===== src/rtl/sensor_spi_seq.sv =====
// Command sequencer for the CMV300 SPI pin driver: queues register
// reads/writes and paces each one with a fixed cycle budget.
module sensor_spi_seq #(
  parameter int FIFO_AW    = 3,
  parameter int WR_CYCLES  = 20,
  parameter int RD_CYCLES  = 32,
  parameter int GAP_CYCLES = 2
) (
  input  logic             clk0,
  input  logic             reset,
  input  logic             cmd_valid,
  output logic             cmd_ready,
  input  logic             cmd_rnw,
  input  logic [6:0]       cmd_addr,
  input  logic [7:0]       cmd_data,
  input  logic             flush,
  output logic [FIFO_AW:0] fifo_count,
  output logic             busy,
  output logic             rsp_valid,
  output logic [6:0]       rsp_addr,
  output logic [7:0]       rsp_data,
  output logic [6:0]       spi_addr,
  output logic [7:0]       spi_wr_data,
  output logic             spi_rd_en,
  output logic             spi_wr_en,
  input  logic [7:0]       spi_reg_data
);

  localparam int DEPTH = 1 << FIFO_AW;
  localparam logic [7:0] WR_LD  = 8'(WR_CYCLES - 1);
  localparam logic [7:0] RD_LD  = 8'(RD_CYCLES - 1);
  localparam logic [7:0] GAP_LD = 8'(GAP_CYCLES - 1);

  typedef enum logic [2:0] {
    S_IDLE,
    S_ISSUE,
    S_WAIT,
    S_CAPT,
    S_GAP
  } state_t;

  logic [15:0]        r_mem [DEPTH];
  logic [FIFO_AW-1:0] r_wptr;
  logic [FIFO_AW-1:0] r_rptr;
  logic [FIFO_AW:0]   r_count;

  state_t      r_state;
  logic        r_rnw;
  logic [7:0]  r_timer;
  logic [7:0]  r_gap;
  logic        r_rsp_pend;
  logic        r_rsp_valid;
  logic [6:0]  r_rsp_addr;
  logic [7:0]  r_rsp_data;
  logic [6:0]  r_spi_addr;
  logic [7:0]  r_spi_wdata;
  logic        r_rd_en;
  logic        r_wr_en;

  logic        w_full;
  logic        w_empty;
  logic        w_push;
  logic        w_pop;
  logic [15:0] w_head;

  // count never exceeds DEPTH, so its MSB alone marks full
  assign w_full  = r_count[FIFO_AW];
  assign w_empty = (r_count == '0);
  assign w_push  = cmd_valid & ~w_full & ~flush;
  assign w_pop   = (r_state == S_IDLE) & ~w_empty;
  assign w_head  = r_mem[r_rptr];

  always_ff @(posedge clk0) begin
    if (w_push) begin
      r_mem[r_wptr] <= {cmd_rnw, cmd_addr, cmd_data};
    end
  end

  always_ff @(posedge clk0) begin
    if (reset || flush) begin
      r_wptr  <= '0;
      r_rptr  <= '0;
      r_count <= '0;
    end else begin
      if (w_push) begin
        r_wptr <= r_wptr + 1'b1;
      end
      if (w_pop) begin
        r_rptr <= r_rptr + 1'b1;
      end
      if (w_push && !w_pop) begin
        r_count <= r_count + 1'b1;
      end else if (!w_push && w_pop) begin
        r_count <= r_count - 1'b1;
      end
    end
  end

  always_ff @(posedge clk0) begin
    if (reset) begin
      r_state     <= S_IDLE;
      r_rnw       <= 1'b0;
      r_timer     <= '0;
      r_gap       <= '0;
      r_rsp_pend  <= 1'b0;
      r_rsp_valid <= 1'b0;
      r_rsp_addr  <= '0;
      r_rsp_data  <= '0;
      r_spi_addr  <= '0;
      r_spi_wdata <= '0;
      r_rd_en     <= 1'b0;
      r_wr_en     <= 1'b0;
    end else begin
      r_rd_en     <= 1'b0;
      r_wr_en     <= 1'b0;
      r_rsp_pend  <= 1'b0;
      r_rsp_valid <= r_rsp_pend;
      unique case (r_state)
        S_IDLE: begin
          if (!w_empty) begin
            r_rnw       <= w_head[15];
            r_spi_addr  <= w_head[14:8];
            r_spi_wdata <= w_head[15] ? 8'h00 : w_head[7:0];
            r_state     <= S_ISSUE;
          end
        end
        S_ISSUE: begin
          if (r_rnw) begin
            r_rd_en <= 1'b1;
            r_timer <= RD_LD;
          end else begin
            r_wr_en <= 1'b1;
            r_timer <= WR_LD;
          end
          r_state <= S_WAIT;
        end
        S_WAIT: begin
          if (r_timer == 8'd0) begin
            r_gap   <= GAP_LD;
            r_state <= r_rnw ? S_CAPT : S_GAP;
          end else begin
            r_timer <= r_timer - 8'd1;
          end
        end
        S_CAPT: begin
          r_rsp_data <= spi_reg_data;
          r_rsp_addr <= r_spi_addr;
          r_rsp_pend <= 1'b1;
          r_gap      <= GAP_LD;
          r_state    <= S_GAP;
        end
        S_GAP: begin
          if (r_gap == 8'd0) begin
            r_state <= S_IDLE;
          end else begin
            r_gap <= r_gap - 8'd1;
          end
        end
        default: r_state <= S_IDLE;
      endcase
    end
  end

  assign cmd_ready   = ~w_full;
  assign fifo_count  = r_count;
  assign busy        = ~w_empty | (r_state != S_IDLE);
  assign rsp_valid   = r_rsp_valid;
  assign rsp_addr    = r_rsp_addr;
  assign rsp_data    = r_rsp_data;
  assign spi_addr    = r_spi_addr;
  assign spi_wr_data = r_spi_wdata;
  assign spi_rd_en   = r_rd_en;
  assign spi_wr_en   = r_wr_en;

endmodule


===== config.mk =====
export PLATFORM = sky130hd
export DESIGN_NAME = sensor_spi_seq
export DESIGN_NICKNAME = d
export VERILOG_FILES = /design/src/rtl/sensor_spi_seq.sv
export SDC_FILE = /design/constraint.sdc
export NUM_CORES = 1
export LEC_CHECK = 0
export ABC_AREA = 1
export CAP_MARGIN = 40
export CORE_ASPECT_RATIO = 0.8
export CORE_MARGIN = 2
export CORE_UTILIZATION = 60
export CTS_CLUSTER_DIAMETER = 120
export CTS_CLUSTER_SIZE = 20
export DETAILED_ROUTE_END_ITERATION = 12
export PLACE_DENSITY = 0.86
export SLEW_MARGIN = 15
export SYNTH_ARGS = -nofsm -noshare
export SYNTH_HDL_FRONTEND = slang
export SYNTH_SLANG_ARGS = --single-unit

===== constraint.sdc =====
create_clock -name clk0 -period 4.2 [get_ports clk0]
set_clock_uncertainty 0.05 [all_clocks]
set_input_delay 0.84 -clock clk0 [delete_from_list [all_inputs] [get_ports clk0]]
set_output_delay 0.84 -clock clk0 [all_outputs]
set_load 0.005 [all_outputs]

==> impl_metrics.ini <==
[outcome]
status = finished clean

[logic_synthesis]
postSynthAreaPerCell_um2 = 9.63
syn_area_um2 = 8160
ys.flop_type = edfxtp_1
ys_warn_count = 0
syn_nets = 885
ys_top_cells_by_count = nand2_1, nor2_1, edfxtp_1
yosysTopAreaCell = edfxtp_1
yosysSeqAreaShare_pct = 63.6
synth-edff-count = 128
ys_seq_elements = 195
yosysMostFrequentCell = nand2_1
synthTopCellsByArea = edfxtp_1, dfxtp_1, nand2_1
async_flop_share_pct = 0
synth_top_area_share_pct = 47.1
ys_types = 30
syn_inst = 847

[timing]
max_slew_margin_pct = 48.4
maxSlewViolCount = 0
whs_ns = 0.360
setup_viol = 0
fin_ws_ns = 1.34
rsz0062_at_grt = false
fmax_ghz = 0.349
min_period_ns = 2.86
hold_violations = 0
fin_tns_setup_ns = 0
worstMarginPinSlew_ns = 0.773
fin_crit_sh_pct = 68.1

[power]
irDropWorstVdd_v = 0.000408
p_leak_nw = 3.58
power_mw = 5.60
power_density_nw_per_um2 = 587

[cts]
cts_setup_buffers = 0
cts_root_buf = clkbuf_16
htreeDepth = 4
post_cts_resized = 0
numCtsBuffers = 17
clock-sinks = 195
holdBufCountCts = 0
clk_pin_slew_ns = 0.07
clock_latency_ns = 0.43
clockBufferDepth = 2
tritoncts = done

[setup_path]
cp_slowest_cell = clkdlybuf4s50_1
worstSetupEndpointType = output port
worst-path-buf-inv = 2
critPathArrivalTime_ns = 1.97
path_cells = inv_1 -> nand2_1 -> nor2_1 -> nand3_1 -> clkdlybuf4s50_1
cp_max_fo = 4
cp-start-kind = register
path_delay_family = buffers and inverters
crit_type = register to output port
critical-path-max-stage-delay_ns = 0.51
worst_ep_required_time_ns = 3.31

[place]
port_buffers = 66
gp_congestion = 0.855
dp_hpwl_um = 10800
dp_cells = 1070
dpl_worst_slack_ns = 1.29
dpl_cell_area_um2 = 8940

[hold_path]
hold_path_class = register to register

[grt]
grt_pass1_wl_um = 28000
grt_usage_pct = 25.3
grt_max_degree = 73
met1_usage_pct = 33.9
met2_usage_pct = 40.6
antenna_found_initial = 0
busiest_layer = met2
grt_use_met3_pct = 5.25
grt_pass1_vias = 5652
grt_overflow = 0

[final_layout]
syn2layout_area_growth_pct = 17.0
final_nets = 948
diodes = 0
stdcell_count = 1103
final_area_um2 = 9540
fin_util_pct = 71.2
drive_gt1_share_pct = 7.15
fillCellCount = 945

[route]
num_vias = 6033
antenna_left = 0
drt_iter0_drc = 733
vias_per_cell = 5.47
avgRoutedWirePerCell_um = 15.8
post-route-drc-count = 0
firstDrtPassIters = 5
wl_um = 17500

[run]
maxCapViolations = 0

[die]
die_h_um = 108
num_rows = 38
die_x_um = 134
core_area_um2 = 13400
design.die.area_um2 = 14500
initial_core_util_pct = 60.8
io_pins = 67
==> sequential cells by signal, indices dropped and copies added, names as in the netlist, 3 cells and up, named ones only <==
| signal | count |
|---|---|
| rsp_data | 8 |
| r_timer | 8 |
| spi_wr_data | 8 |
| rsp_addr | 7 |
| r_wptr | 3 |
| r_state | 3 |
| r_mem | 128 |
| fifo_count | 4 |
| spi_addr | 7 |
| r_gap | 8 |
| r_rptr | 3 |
==> worst min-delay path, stage by stage (launching register included) <==
cell and delay [ns]:
dfxtp_1 0.30, inv_1 0.04, nor2_1 0.03
==> area by class of cell <==
type,instances,area [um2],share of cell area (%)
clock inverter,14,150,1.57
sequential,195,5190,54.4
tap,180,225,2.36
inverter,58,218,2.28
timing repair buffer,78,763,8.00
multi-input combinational,560,2570,26.9
clock buffer,18,429,4.50
==> routing by layer <==
metal | vias to the layer above | wire length, um | share of wire, %
met5 | - | 0 | 0
met4 | 0 | 344 | 2.0
met3 | 30 | 1170 | 6.7
met2 | 239 | 8300 | 47
met1 | 2825 | 7660 | 44
li1 | 2939 | - | -
==> power breakdown <==
part,leakage [nW],switching (mW),internal [mW],total (mW)
Sequential,1.70,0.104,2.19,2.30
Combinational,1.60,1.08,0.619,1.70
Clock,0.282,0.716,0.885,1.60
==> logic make-up (layout without fill, tap and decap cells) <==
logic type / after synthesis / count (layout) / synth area share [%]
simple gates: 416 / 416 / 21.1
flops: 195 / 195 / 63.6
buf+inv: 92 / 168 / 5.06
fa+ha+maj: 10 / 10 / 1.63
xor+xnor: 5 / 5 / 0.537
compound gates: 129 / 129 / 8.15
==> cells in the final DEF (no fill, tap or decap), types with 3 or more instances in the layout <==
| cell type | Yosys | routed |
|---|---|---|
| o21ai_1 | 9 | 9 |
| inv_2 | 6 | 6 |
| inv_1 | 52 | 52 |
| dfxtp_1 | 67 | 66 |
| nor2_4 | 5 | 5 |
| clkbuf_16 | 0 | 17 |
| nand2_2 | 6 | 6 |
| inv_6 | 0 | 6 |
| clkdlybuf4s50_1 | 0 | 66 |
| edfxtp_1 | 128 | 128 |
| a21oi_1 | 39 | 39 |
| nand4_1 | 4 | 4 |
| nand2_1 | 179 | 179 |
| xnor2_1 | 3 | 3 |
| nor2_1 | 169 | 169 |
| nor3_1 | 5 | 3 |
| buf_4 | 3 | 11 |
| o21ai_0 | 77 | 77 |
| nand3_1 | 42 | 42 |
| ha_1 | 9 | 9 |
==> worst paths after layout <==
| check | start | endpoint | slack, ns | cells after the start |
|---|---|---|---|---|
| max reg2reg | fifo_count[3] | fifo_count[3] | 1.54 | 14 |
| min | r_rsp_pend | rsp_valid | 0.36 | 2 |
| min reg2reg | r_rsp_pend | rsp_valid | 0.36 | 2 |
| max | fifo_count[3] | busy | 1.34 | 5 |
(Power assumes the default switching activity.)
